===== src/rtl/pps_sync_ctrl.sv =====
`default_nettype none
// ============================================================================
// Module      : pps_sync_ctrl
// Description : PPS acquisition/lock controller. Measures PPS phase error
//               against the datapath second counter and requests realignment.
// Revision    : 1.0 - initial release
// ============================================================================
module pps_sync_ctrl #(
    parameter int ClocksPerSecond = 10000,
    parameter int CaptureWindow   = 100,
    parameter int LockCount       = 3,
    parameter int MissLimit       = 2,
    localparam int c_cw           = $clog2(ClocksPerSecond)
) (
    input  logic                   clk_tf,
    input  logic                   tf_reset,
    input  logic                   enable,
    input  logic                   pps_edge,
    input  logic [c_cw-1:0]        sec_count,
    output logic                   realign,
    output logic signed [c_cw:0]   phase_err,
    output logic                   phase_err_valid,
    output logic [1:0]             state,
    output logic                   locked,
    output logic                   holdover
);

    localparam int c_gw = $clog2(LockCount + 1);
    localparam int c_mw = $clog2(MissLimit + 1);

    localparam logic [c_cw-1:0]      c_open      = c_cw'(ClocksPerSecond - CaptureWindow);
    localparam logic [c_cw-1:0]      c_win       = c_cw'(CaptureWindow);
    localparam logic [c_cw-1:0]      c_close     = c_cw'(CaptureWindow + 1);
    localparam logic signed [c_cw:0] c_cps       = (c_cw+1)'(ClocksPerSecond);
    localparam logic [c_gw-1:0]      c_lock_last = c_gw'(LockCount - 1);
    localparam logic [c_mw-1:0]      c_miss_last = c_mw'(MissLimit - 1);

    typedef enum logic [1:0] {
        ST_ACQUIRE  = 2'd0,
        ST_VERIFY   = 2'd1,
        ST_LOCKED   = 2'd2,
        ST_HOLDOVER = 2'd3
    } state_t;

    state_t                r_state;
    logic [c_gw-1:0]       r_good_cnt;
    logic [c_mw-1:0]       r_miss_cnt;
    logic                  r_seen;
    logic                  r_realign;
    logic                  r_valid;
    logic signed [c_cw:0]  r_phase_err;
    logic                  r_locked;
    logic                  r_holdover;

    logic                  w_in_win;
    logic                  w_edge_in;
    logic                  w_edge_out;
    logic                  w_miss;
    logic signed [c_cw:0]  w_sc_ext;
    logic signed [c_cw:0]  w_err;

    assign w_in_win   = (sec_count >= c_open) || (sec_count <= c_win);
    assign w_edge_in  = pps_edge & w_in_win;
    assign w_edge_out = pps_edge & ~w_in_win;
    // An edge on the close cycle is out-of-window and pre-empts the miss.
    assign w_miss     = (sec_count == c_close) & ~r_seen & ~pps_edge;
    assign w_sc_ext   = {1'b0, sec_count};
    assign w_err      = (sec_count <= c_win) ? w_sc_ext : (w_sc_ext - c_cps);

    always_ff @(posedge clk_tf) begin
        if (tf_reset) begin
            r_state     <= ST_ACQUIRE;
            r_good_cnt  <= '0;
            r_miss_cnt  <= '0;
            r_seen      <= 1'b0;
            r_realign   <= 1'b0;
            r_valid     <= 1'b0;
            r_phase_err <= '0;
            r_locked    <= 1'b0;
            r_holdover  <= 1'b0;
        end else begin
            r_realign <= 1'b0;
            r_valid   <= 1'b0;
            if (!enable) begin
                r_state    <= ST_ACQUIRE;
                r_good_cnt <= '0;
                r_miss_cnt <= '0;
                r_seen     <= 1'b0;
                r_locked   <= 1'b0;
                r_holdover <= 1'b0;
            end else begin
                if (sec_count == c_open) r_seen <= 1'b0;
                if (w_edge_in)           r_seen <= 1'b1;

                case (r_state)
                    ST_ACQUIRE: begin
                        if (pps_edge) begin
                            r_realign  <= 1'b1;
                            r_good_cnt <= '0;
                            r_state    <= ST_VERIFY;
                        end
                    end
                    ST_VERIFY: begin
                        if (w_edge_out) begin
                            r_realign  <= 1'b1;
                            r_good_cnt <= '0;
                        end else if (w_edge_in) begin
                            r_valid     <= 1'b1;
                            r_phase_err <= w_err;
                            r_good_cnt  <= r_good_cnt + 1'b1;
                            if (r_good_cnt == c_lock_last) begin
                                r_state    <= ST_LOCKED;
                                r_locked   <= 1'b1;
                                r_miss_cnt <= '0;
                            end
                        end else if (w_miss) begin
                            r_state <= ST_ACQUIRE;
                        end
                    end
                    ST_LOCKED: begin
                        if (w_edge_out) begin
                            r_realign  <= 1'b1;
                            r_good_cnt <= '0;
                            r_state    <= ST_VERIFY;
                            r_locked   <= 1'b0;
                        end else if (w_edge_in) begin
                            r_valid     <= 1'b1;
                            r_phase_err <= w_err;
                            r_miss_cnt  <= '0;
                        end else if (w_miss) begin
                            r_miss_cnt <= r_miss_cnt + 1'b1;
                            if (r_miss_cnt == c_miss_last) begin
                                r_state    <= ST_HOLDOVER;
                                r_locked   <= 1'b0;
                                r_holdover <= 1'b1;
                            end
                        end
                    end
                    ST_HOLDOVER: begin
                        if (w_edge_out) begin
                            r_realign  <= 1'b1;
                            r_good_cnt <= '0;
                            r_state    <= ST_VERIFY;
                            r_holdover <= 1'b0;
                        end else if (w_edge_in) begin
                            r_valid     <= 1'b1;
                            r_phase_err <= w_err;
                            r_miss_cnt  <= '0;
                            r_state     <= ST_LOCKED;
                            r_locked    <= 1'b1;
                            r_holdover  <= 1'b0;
                        end
                    end
                    default: r_state <= ST_ACQUIRE;
                endcase
            end
        end
    end

    assign realign         = r_realign;
    assign phase_err       = r_phase_err;
    assign phase_err_valid = r_valid;
    assign state           = r_state;
    assign locked          = r_locked;
    assign holdover        = r_holdover;

endmodule
`default_nettype wire


===== config.mk =====
export PLATFORM = sky130hd
export DESIGN_NAME = pps_sync_ctrl
export DESIGN_NICKNAME = d
export VERILOG_FILES = /design/src/rtl/pps_sync_ctrl.sv
export SDC_FILE = /design/constraint.sdc
export NUM_CORES = 1
export LEC_CHECK = 0
export ABC_AREA = 1
export BUFFER_PORTS_ARGS = -buffer_cell sky130_fd_sc_hd__buf_2
export CAP_MARGIN = 20
export CORE_UTILIZATION = 35
export CTS_BUF_LIST = sky130_fd_sc_hd__clkbuf_4 sky130_fd_sc_hd__clkbuf_8
export CTS_CLUSTER_DIAMETER = 120
export DETAILED_ROUTE_END_ITERATION = 6
export SLEW_MARGIN = 0
export SYNTH_ARGS = -nofsm -noshare
export SYNTH_HDL_FRONTEND = slang
export SYNTH_SLANG_ARGS = --single-unit

===== constraint.sdc =====
create_clock -name clk_tf -period 2.84 [get_ports clk_tf]
set_clock_uncertainty 0.1 [all_clocks]
set_input_delay 0.142 -clock clk_tf [delete_from_list [all_inputs] [get_ports clk_tf]]
set_output_delay 0.142 -clock clk_tf [all_outputs]
set_load 0.005 [all_outputs]

== Yosys cells after proc, flatten, opt, wreduce, memory -nomap -nowiden ==
Index checks and enable logic that the tools add are counted.
Storage, ports and cells
  output and inout bits: 21
  input bits: 18
  logic and storage cells: 115
  ROM bits: 0
  register bits: 26
  memories kept: 0
  bits in latches: 0
  bits in writable memories: 0
Cells by class
  $mul: 0
  reductions and logical operators: 15
  div/mod/pow operators: 0
  $add $sub $neg: 3
  bitwise gates (word level): 10
  equality and inequality tests: 26
  shift operators: 0
  $lt $le $gt $ge: 2
  muxes and demuxes: 50
Operator list (number)
  two-way mux 2 bit: 23
  inequality test 3 bit, second input constant: 8
  two-way mux 1 bit: 20
  inequality test 2 bit, second input constant: 10
  AND reduction 8 bit: 2
  two-way mux 15 bit: 1
  subtractor 14 x 14 -> 15 bit, second input constant: 1
  == test 14 bit, second input constant: 1
  == test 14 x 7 -> 1 bit, second input constant: 1
  >= comparator 14 bit, second input constant: 1
  less-or-equal comparator 14 x 7 -> 1 bit, second input constant: 1
  case mux 2 bit (3 select lines): 2
  AND reduction 9 bit: 1
  case mux 2 bit (4 select lines): 1
  == test 2 bit, second input constant: 3
  NOT 1 bit: 6
  AND reduction 6 bit: 1
  adder 2 x 1 -> 2 bit, second input constant: 2
  AND 1 bit: 4
  == test 2 x 1 -> 1 bit, second input constant: 2
  case mux 1 bit (2 select lines): 2
  AND reduction 4 bit: 1
  nonzero test 2 bit: 2
  OR reduction 2 bit: 2
  8 further kinds: 8

== Logic depth before layout (Yosys ltp) ==
Gate-level depths: netlist (run 1).
  depth after elaboration: 7
  mapped depth: 15
  mapped depth without buffers: 15

== Least setup slack after synthesis (run 1) ==
Ideal clock, no wire load.
  path type: input -> register
  start: in sec_count[4]
  end: reg r_phase_err[11], in the netlist phase_err[11]
  buffers on the path: 0
  stages on the path: 13
  arrival: 1429 ps
  setup slack: 1194 ps
  data required time: 2623 ps
  setup time: 117 ps
  cell sequence: inv_1 ha_1 nand2_1 nor2_2 nand2_1 nand3_1 nand2_4 nand2_4 nand2_4 nor2_4 inv_1 a21oi_1 nor2_1
On the way
  word-level cells in the longest chain between the ends: 6
  elaborated cells on any way between the ends: 10
  classes of those cells: 1 x add/sub; 2 x order compare; 1 x mux; 4 x bitwise; 2 x reduce/logical
RTL lines
  start: declaration: RTL line 19  | input logic [c_cw-1:0] sec_count,
  >= comparator 14 bit or less-or-equal comparator 14 x 7 -> 1 bit (tied branches): RTL line 62, 68
  logical OR 1 bit: RTL line 62  | assign w_in_win = (sec_count >= c_open) || (sec_count <= c_win);
  NOT 1 bit: RTL line 64  | assign w_edge_out = pps_edge & ~w_in_win;
  AND 1 bit: RTL line 64
  NOT 1 bit (no source line)
  AND reduction 4 bit (no source line)
  end signal: assignment: RTL line 109  | r_phase_err <= w_err;
  end signal: assignment: RTL line 128  | r_phase_err <= w_err;
  end signal: assignment: RTL line 147  | r_phase_err <= w_err;
  end: declaration: RTL line 51  | logic signed [c_cw:0] r_phase_err;
Parallel ways exist; a longest one is shown, timed or not.
A chain may end at the register's enable or synchronous reset.

== Worst setup path in the final report (run 1) ==
Ends and elaborated chain as after synthesis.

==> results of run 1 <==
==> routing by layer <==
layer | wire (um) | vias up | track usage [%]
met5 | 0 | - | 0
li1 | - | 860 | -
met4 | 30 | 0 | 5.44
met2 | 1570 | 45 | 22.7
met1 | 2060 | 684 | 24.7
met3 | 170 | 2 | 2.18
==> final cells by class <==
type | instances | share of cell area, %
multi-input cells | 183 | 48.6
flip-flops and latches | 26 | 27.4
repair buffers | 39 | 10.5
inverters | 32 | 6.32
well taps | 52 | 3.43
clock buffers | 3 | 2.17
clock inverters | 1 | 1.58
==> path summary, 6_finish.rpt <==
check | end | from | depth (start not counted) | slack, ns
max | phase_err[11] | sec_count[4] | 14 | 0.79
min reg2reg | phase_err[13] | phase_err[13] | 2 | 0.36
max reg2reg | phase_err[11] | state[0] | 7 | 0.93
min | phase_err[2] | sec_count[2] | 3 | 0.04
==> cell families after synthesis <==
logic type | after synthesis | synth area share, %
xor gates and xnor gates | 7 | 3.84
buffers and inverters | 37 | 9.57
and+or+nand+nor | 126 | 34.8
adders and majority gates | 5 | 3.92
AOI/OAI and AO/OA | 45 | 15.2
DFF | 26 | 32.6
==> power by group <==
part	switching, uW	internal [uW]	leakage [uW]
clock	120	189	0.0000357
combinational	93.6	52.6	0.000739
sequential	7.77	374	0.000210
total	221	615	0.000985
==> timing repair <==
item	in CTS	in global routing
hold buffers	1	0
endpoints found under the setup margin	0	0
endpoints found under the hold margin	2	0
==> stage by stage <==
stage	worst slack, ns	utilization, %	power, uW
4_1_cts	0.811	43.6	847
5_1_grt	0.609	43.6	881
6_report	0.792	43.6	836
3_3_place_gp	0.611	41.8	535
3_5_place_dp	0.516	41.8	533
2_1_floorplan	1.19	-	486
==> flip-flops by register name, indices dropped and copies added (netlist names) <==
name and count:
r_good_cnt 2, holdover 1, r_seen 1, locked 1, realign 1, r_miss_cnt 2, state 2, phase_err_valid 1
phase_err 15
==> cell usage after synthesis, drive strengths merged, types with 2 or more instances <==
library cell	count	area share (%)
buf	3	1.5
inv	32	7.5
xnor2	2	1.1
o21ai	18	5.6
xor2	5	2.7
nor3	2	0.63
nand3	13	4.4
dfxtp	26	33
nand4	2	0.78
a21oi	21	6.6
clkbuf	2	0.55
nor2	44	11
ha	5	3.9
nand2	61	16
==> critical path, stage by stage <==
cell and delay (ns):
buf_2 0.11, inv_1 0.12, ha_1 0.21, nand2_1 0.09, nor2_2 0.13, nand2_1 0.07
nand3_1 0.13, nand2_4 0.13, nand2_4 0.14, nand2_4 0.06, nor2_4 0.32, inv_1 0.23
a21oi_1 0.17, nor2_1 0.05
==> qor.yml, run 1 <==
critical_path:
  start_kind: "primary input"
  path_class: "in -> reg"
  cp_max_fo: 21
  cp_data_arrival_time_ns: 2.12
  required_ns: 2.91
  end_kind: "flip-flop"
grt:
  grt_overflow: 0
  grt_pass1_vias: 1364
  grt_first_pass_wirelength_mm: 6.35
  antenna_found_initial: 0
  grt_max_degree: 22
  grt_usage_pct: 16.1
sta:
  timing.hold.ws_ns: 0.0431
  fin_crit_sh_pct: 72.1
  layout_min_cycle_time_ns: 2.05
  tightest_slew_ns: 0.396
  max_slew_margin_pct: 73.5
  final.setup.tns_ns: 0
  setup_violations: 0
  maxSlewViolCount: 0
  rsz0062_at_grt: "false"
  max_freq_mhz: 488
  hold_violations: 0
layout:
  final_common_cell: "nand2_1"
  final_area_um2: 1900
  regArea_um2: 520
  fillers: 424
  diodes: 0
  multi_input_area_um2: 922
  final_cell_mix: "nand2_1, nor2_1, buf_2"
  layout-drive-gt1-share_pct: 18.3
  fin_nets: 308
  area_delta_synth_final_pct: 19.1
  instances_no_fill: 336
cts:
  clock_latency_ns: 0.27
  numCtsBuffers: 3
  cts_tree: "built"
  cts_buffer_depth: 2
  cts.sinks: 26
  postCtsSetupBuffers: 0
  htree_num_levels: 1
  ctsResizeCount: 0
  clk_pin_slew_worst_paths_ns: 0.09
  root_buffer: "clkbuf_8"
yosys:
  async_reset_ff_share_pct: 0
  ys_seq_area_share_pct: 32.6
  synth_fp_nets: 269
  ys_ff_latch: 26
  synth-edff-count: 0
  yosys_warnings: 0
  syn_inst: 246
  syn_area_per_cell_um2: 6.48
  synth_flop_cell: "dfxtp_1"
  syn_area_um2: 1600
  yosys.cell_types.count: 33
pwr:
  power_leakage_uw: 0.000985
  peakVddDrop_uv: 173
  powerDensity_nw_per_um2: 440
min_path:
  hp-class: "in -> reg"
floorplan:
  io-pin-count: 39
  fp.dieH_um: 69.5
  core_area_um2: 4350
  core.rowCount: 24
  die-area_um2: 4830
  die_x_um: 69.5
  start_util_pct: 36.6
route:
  remaining_drc_errors: 0
  via_per_inst: 4.74
  drtIter0Drc: 79
  post_drt_wl_per_cell_um: 11.4
  vias: 1591
  antenna_left: 0
  routed_wl_mm: 3.83
  first_pass_iters: 4
placement:
  placed_cells: 331
  port_buffers: 38
  dp_hpwl_mm: 2.96
  post_dp_cell_area_um2: 1820
  gp_congestion: 0.884
run_status:
  status: "finished clean"
job:
  drv_cap: 0
Note: power is estimated with default switching activity, not from simulation.
==> inputs of run 2 (changes only) <==
clock period = 1.9 ns   (was 2.84 ns; I/O delays follow)
==> qor.yml, run 2 (synthesis results as in run 1) <==
cts:
  root_buffer: "clkbuf_8"
  cts_buffer_depth: 2
  clk_pin_slew_worst_paths_ns: 0.09
  cts_tree: "built"
  cts.sinks: 26
  numCtsBuffers: 3
  clock_latency_ns: 0.27
  htree_num_levels: 1
critical_path:
  r2r_setup_slack_ns: 0.23
  cp_slowest_stage_delay_ns: 0.53
  cp_slowest_cell: "dlygate4sd3_1"
  critical_path_buf_inv_count: 3
  r2r-end: "state[1]"
  path_class: "in -> reg"
  end_kind: "flip-flop"
  start_kind: "primary input"
  cp_data_arrival_time_ns: 1.92
  cp_common_cell: "nand2_4"
  r2r_cells: 9
  crit_family: "buffers and inverters"
  crit_chain: "dlygate4sd3_1, buf_2, nand2_1, nor2_2, nand2_1, nand3_1, nand2_4, nand2_4, nand2_4, nor2_4, buf_4, o21ai_1, a31oi_1"
  cp_max_fo: 12
  timing.rr.start: "state[0]"
  required_ns: 2.01
job:
  drv_cap: 0
route:
  vias: 1668
  antenna_left: 0
  remaining_drc_errors: 0
  routed_wl_mm: 3.93
  via_per_inst: 4.77
  drtIter0Drc: 112
  post_drt_wl_per_cell_um: 11.2
  first_pass_iters: 4
sta:
  layout_min_cycle_time_ns: 1.81
  max_slew_margin_pct: 72.2
  hold_violations: 0
  setup_violations: 0
  final.setup.tns_ns: 0
  setup_slack_ns: 0.0899
  fin_crit_sh_pct: 95.3
  maxSlewViolCount: 0
  tightest_slew_ns: 0.417
  timing.hold.ws_ns: 0.0234
  max_freq_mhz: 552
placement:
  pre_cts_slack_ns: 0.0841
  dp_hpwl_mm: 3.09
  gp_congestion: 0.843
  port_buffers: 38
grt:
  grt_overflow: 0
  grt_usage_pct: 16.2
  antenna_found_initial: 0
  grt_max_degree: 16
  grt_first_pass_wirelength_mm: 6.42
  grt_pass1_vias: 1438
floorplan:
  core_area_um2: 4350
  core.rowCount: 24
  die_x_um: 69.5
  fp.dieH_um: 69.5
  start_util_pct: 36.6
  die-area_um2: 4830
  io-pin-count: 39
layout:
  fin_nets: 322
  largest_reg_flops: 15
  layout-drive-gt1-share_pct: 22.1
  diodes: 0
  final_cell_mix: "nand2_1, nor2_1, buf_2"
  area_delta_synth_final_pct: 26.0
  final_common_cell: "nand2_1"
pwr:
  power_leakage_uw: 0.00105
  peakVddDrop_uv: 264
  powerDensity_nw_per_um2: 631
min_path:
  hp-class: "in -> reg"
  hp-start: "sec_count[1]"
  min_to: "phase_err[1]"
  hold_depth: 3
run_status:
  status: "finished clean"
## run 2: changes by cell type in the layout (fill, tap and decap cells not counted)
| cell | previous run | this run |
|---|---|---|
| dlygate4sd3_1 | 1 | 2 |
| buf_4 | 0 | 13 |
| nor2_2 | 2 | 3 |
| nor2_1 | 41 | 40 |
## run 2: report_power, final
group / switching, uW / total [uW] / internal, uW / leakage [uW]
clock network: 180 / 462 / 282 / 0.0000357
registers: 11.0 / 569 / 558 / 0.000210
logic: 145 / 236 / 90.5 / 0.000804
total: 337 / 1270 / 931 / 0.00105
## run 2: stage by stage
step	power [uW]	instance area (um2)	std cells	util, %
2_1_floorplan	726	1600	246	-
5_1_grt	1330	2010	350	46.1
4_1_cts	1270	1960	344	45.1
3_5_place_dp	806	1870	338	43.0
3_3_place_gp	807	1870	338	43.0
6_report	1270	2010	350	46.1
## run 2: worst reg2reg max path, delay by kind of cell (launching register included)
family	cells	cell delay (ns)
simple gates	6	0.61
flops	1	0.47
buf+inv	2	0.21
compound gates	1	0.18
## run 2: worst max path at each step
stage / from / end / cells after the start
after floorplan: sec_count[4] / phase_err[11] / 13
after global placement: sec_count[4] / phase_err[9] / 14
after detailed placement: sec_count[4] / phase_err[9] / 14
after CTS: sec_count[2] / state[1] / 13
after global routing: sec_count[2] / phase_err[9] / 13
final: sec_count[2] / phase_err[9] / 13
## run 2: final cells by class
cell class / count / area (um2)
clock inverters: 1 / 30.0
multi-input cells: 183 / 925
fillers: 445 / 2340
inverters: 32 / 120
repair buffers: 53 / 308
clock buffers: 3 / 41.3
well taps: 52 / 65.1
flip-flops and latches: 26 / 520
## run 2: per-layer routing
layer	vias up	track usage [%]	routed length, um
li1	888	-	-
met1	724	23.7	2080
met2	51	24.5	1610
met3	5	2.33	193
met4	0	4.99	46
met5	-	0	0
## run 2: timing repair
item                       in CTS  in global routing
hold buffers                    2                  0
setup endpoints to repair       0                 15
resized for setup               0                  1
hold endpoints to repair        3                  0
setup buffers                   0                  6
==> inputs of run 3 (changes only) <==
CTS_BUF_LIST = sky130_fd_sc_hd__clkbuf_16   (was sky130_fd_sc_hd__clkbuf_4 sky130_fd_sc_hd__clkbuf_8)
==> qor.yml, run 3 (synthesis results as in run 1) <==
run_status:
  status: "finished clean"
layout:
  largest_reg_flops: 15
  fin_util_pct: 47.0
  area_delta_synth_final_pct: 28.4
  fin_nets: 322
  final_cell_mix: "nand2_1, nor2_1, buf_2"
  diodes: 0
  final_common_cell: "nand2_1"
  layout-drive-gt1-share_pct: 22.5
  instances_no_fill: 350
floorplan:
  core_area_um2: 4350
  die-area_um2: 4830
  die_x_um: 69.5
  io-pin-count: 39
  start_util_pct: 36.6
  core.rowCount: 24
  fp.dieH_um: 69.5
critical_path:
  r2r-end: "state[1]"
  cp_data_arrival_time_ns: 1.86
  crit_family: "buffers and inverters"
  r2r_cells: 9
  cp_common_cell: "nand2_4"
  timing.rr.start: "state[0]"
  cp_slowest_cell: "dlygate4sd3_1"
  cp_slowest_stage_delay_ns: 0.54
  crit_chain: "dlygate4sd3_1, buf_2, nand3_1, nand2_1, inv_1, nor2_1, nor2_2, nand2_4, nand2_4, nor2_4, buf_4, o21ai_0, a21oi_1"
  start_kind: "primary input"
  critical_path_buf_inv_count: 4
  end_kind: "flip-flop"
  r2r_setup_slack_ns: 0.21
  required_ns: 1.95
  cp_max_fo: 12
  path_class: "in -> reg"
grt:
  antenna_found_initial: 0
  grt_pass1_vias: 1439
  grt_usage_pct: 16.5
  grt_max_degree: 16
  grt_overflow: 0
  grt_first_pass_wirelength_mm: 6.50
sta:
  max_freq_mhz: 552
  setup_slack_ns: 0.0893
  hold_violations: 0
  layout_min_cycle_time_ns: 1.81
  setup_violations: 0
  max_slew_margin_pct: 74.1
  maxSlewViolCount: 0
  fin_crit_sh_pct: 95.3
  tightest_slew_ns: 0.388
route:
  vias: 1679
  remaining_drc_errors: 0
  routed_wl_mm: 3.94
  via_per_inst: 4.80
  antenna_left: 0
  drtIter0Drc: 96
  first_pass_iters: 4
  post_drt_wl_per_cell_um: 11.2
pwr:
  p_int_uw: 1070
  netSwitchingPower_uw: 356
  powerDensity_nw_per_um2: 696
  netSwitchingFraction_pct: 25.0
  p_comb_share_pct: 16.7
  clkPwrFrac_pct: 43.4
  seqPwrFrac_pct: 40.0
  power_leakage_uw: 0.00107
  peakVddDrop_uv: 336
cts:
  clock_latency_ns: 0.26
  root_buffer: "clkbuf_16"
  cts_buffer_depth: 2
  htree_num_levels: 1
  numCtsBuffers: 3
  cts.sinks: 26
  clk_pin_slew_worst_paths_ns: 0.07
  cts_tree: "built"
job:
  drv_cap: 0
placement:
  port_buffers: 38
  placed_cells: 338
  pre_cts_slack_ns: 0.0841
  dp_hpwl_mm: 3.09
  gp_congestion: 0.843
min_path:
  min_to: "phase_err[3]"
  hp-class: "in -> reg"
  hold_depth: 3
  hp-start: "sec_count[3]"
## run 3: changes by cell type in the layout (fill, tap and decap cells not counted)
cell,change
clkbuf_16,+3
clkbuf_8,-3
nand3_1,-1
nand3_2,+1
## run 3: repair_timing
action,4_1_cts,5_1_grt
hold buffers,2,0
resized for setup,0,2
buffers inserted,0,6
setup endpoints to repair,0,18
endpoints found under the hold margin,3,0
## run 3: metal layers
metal | track usage, % | wire, um | vias up
met5 | 0 | 0 | -
met4 | 4.76 | 44 | 0
met3 | 2.76 | 210 | 5
met2 | 24.8 | 1610 | 50
met1 | 24.0 | 2070 | 737
li1 | - | - | 887
## run 3: power by group through the flow
stage                     combinational (uW)  clock, uW  sequential [uW]
after global placement                   225          0              582
after global routing                     266        653              571
after CTS                                228        626              569
after detailed placement                 224          0              582
final                                    237        618              569
after floorplan                          146          0              580
## run 3: cell type report
cell class,instances,area [um2]
Multi-Input combinational cell,183,930
Clock inverter,1,30.0
Inverter,32,120
Fill cell,438,2310
Timing Repair Buffer,53,308
Clock buffer,3,75.1
Sequential cell,26,520
Tap cell,52,65.1
## run 3: worst register-to-register path, delay by kind of cell (launching register included)
| kind | cells | cell delay (ns) |
|---|---|---|
| DFF | 1 | 0.46 |
| AOI/OAI and AO/OA | 1 | 0.19 |
| buffers and inverters | 2 | 0.21 |
| and+or+nand+nor | 6 | 0.63 |
## run 3: metrics by stage
step | cell area (um2) | hold WS, ns | TNS [ns] | power, uW
6_report | 2050 | 0.0436 | 0 | 1420
5_1_grt | 2050 | 0.0549 | -0.00324 | 1490
4_1_cts | 2000 | 0.0327 | 0 | 1420
3_5_place_dp | 1870 | 0.188 | 0 | 806
3_3_place_gp | 1870 | 0.183 | 0 | 807
2_1_floorplan | 1600 | 0.0641 | 0 | 726
## run 3: worst max-delay path by stage
stage                      start             to  slack [ns]  depth (start not counted)
floorplan           sec_count[4]  phase_err[11]        0.30                         13
global placement    sec_count[4]   phase_err[9]        0.13                         14
detailed placement  sec_count[4]   phase_err[9]        0.08                         14
CTS                 sec_count[2]   phase_err[9]        0.08                         13
global route        sec_count[2]  r_miss_cnt[0]      -0.003                         15
finish              sec_count[2]  phase_err[14]        0.09                         13
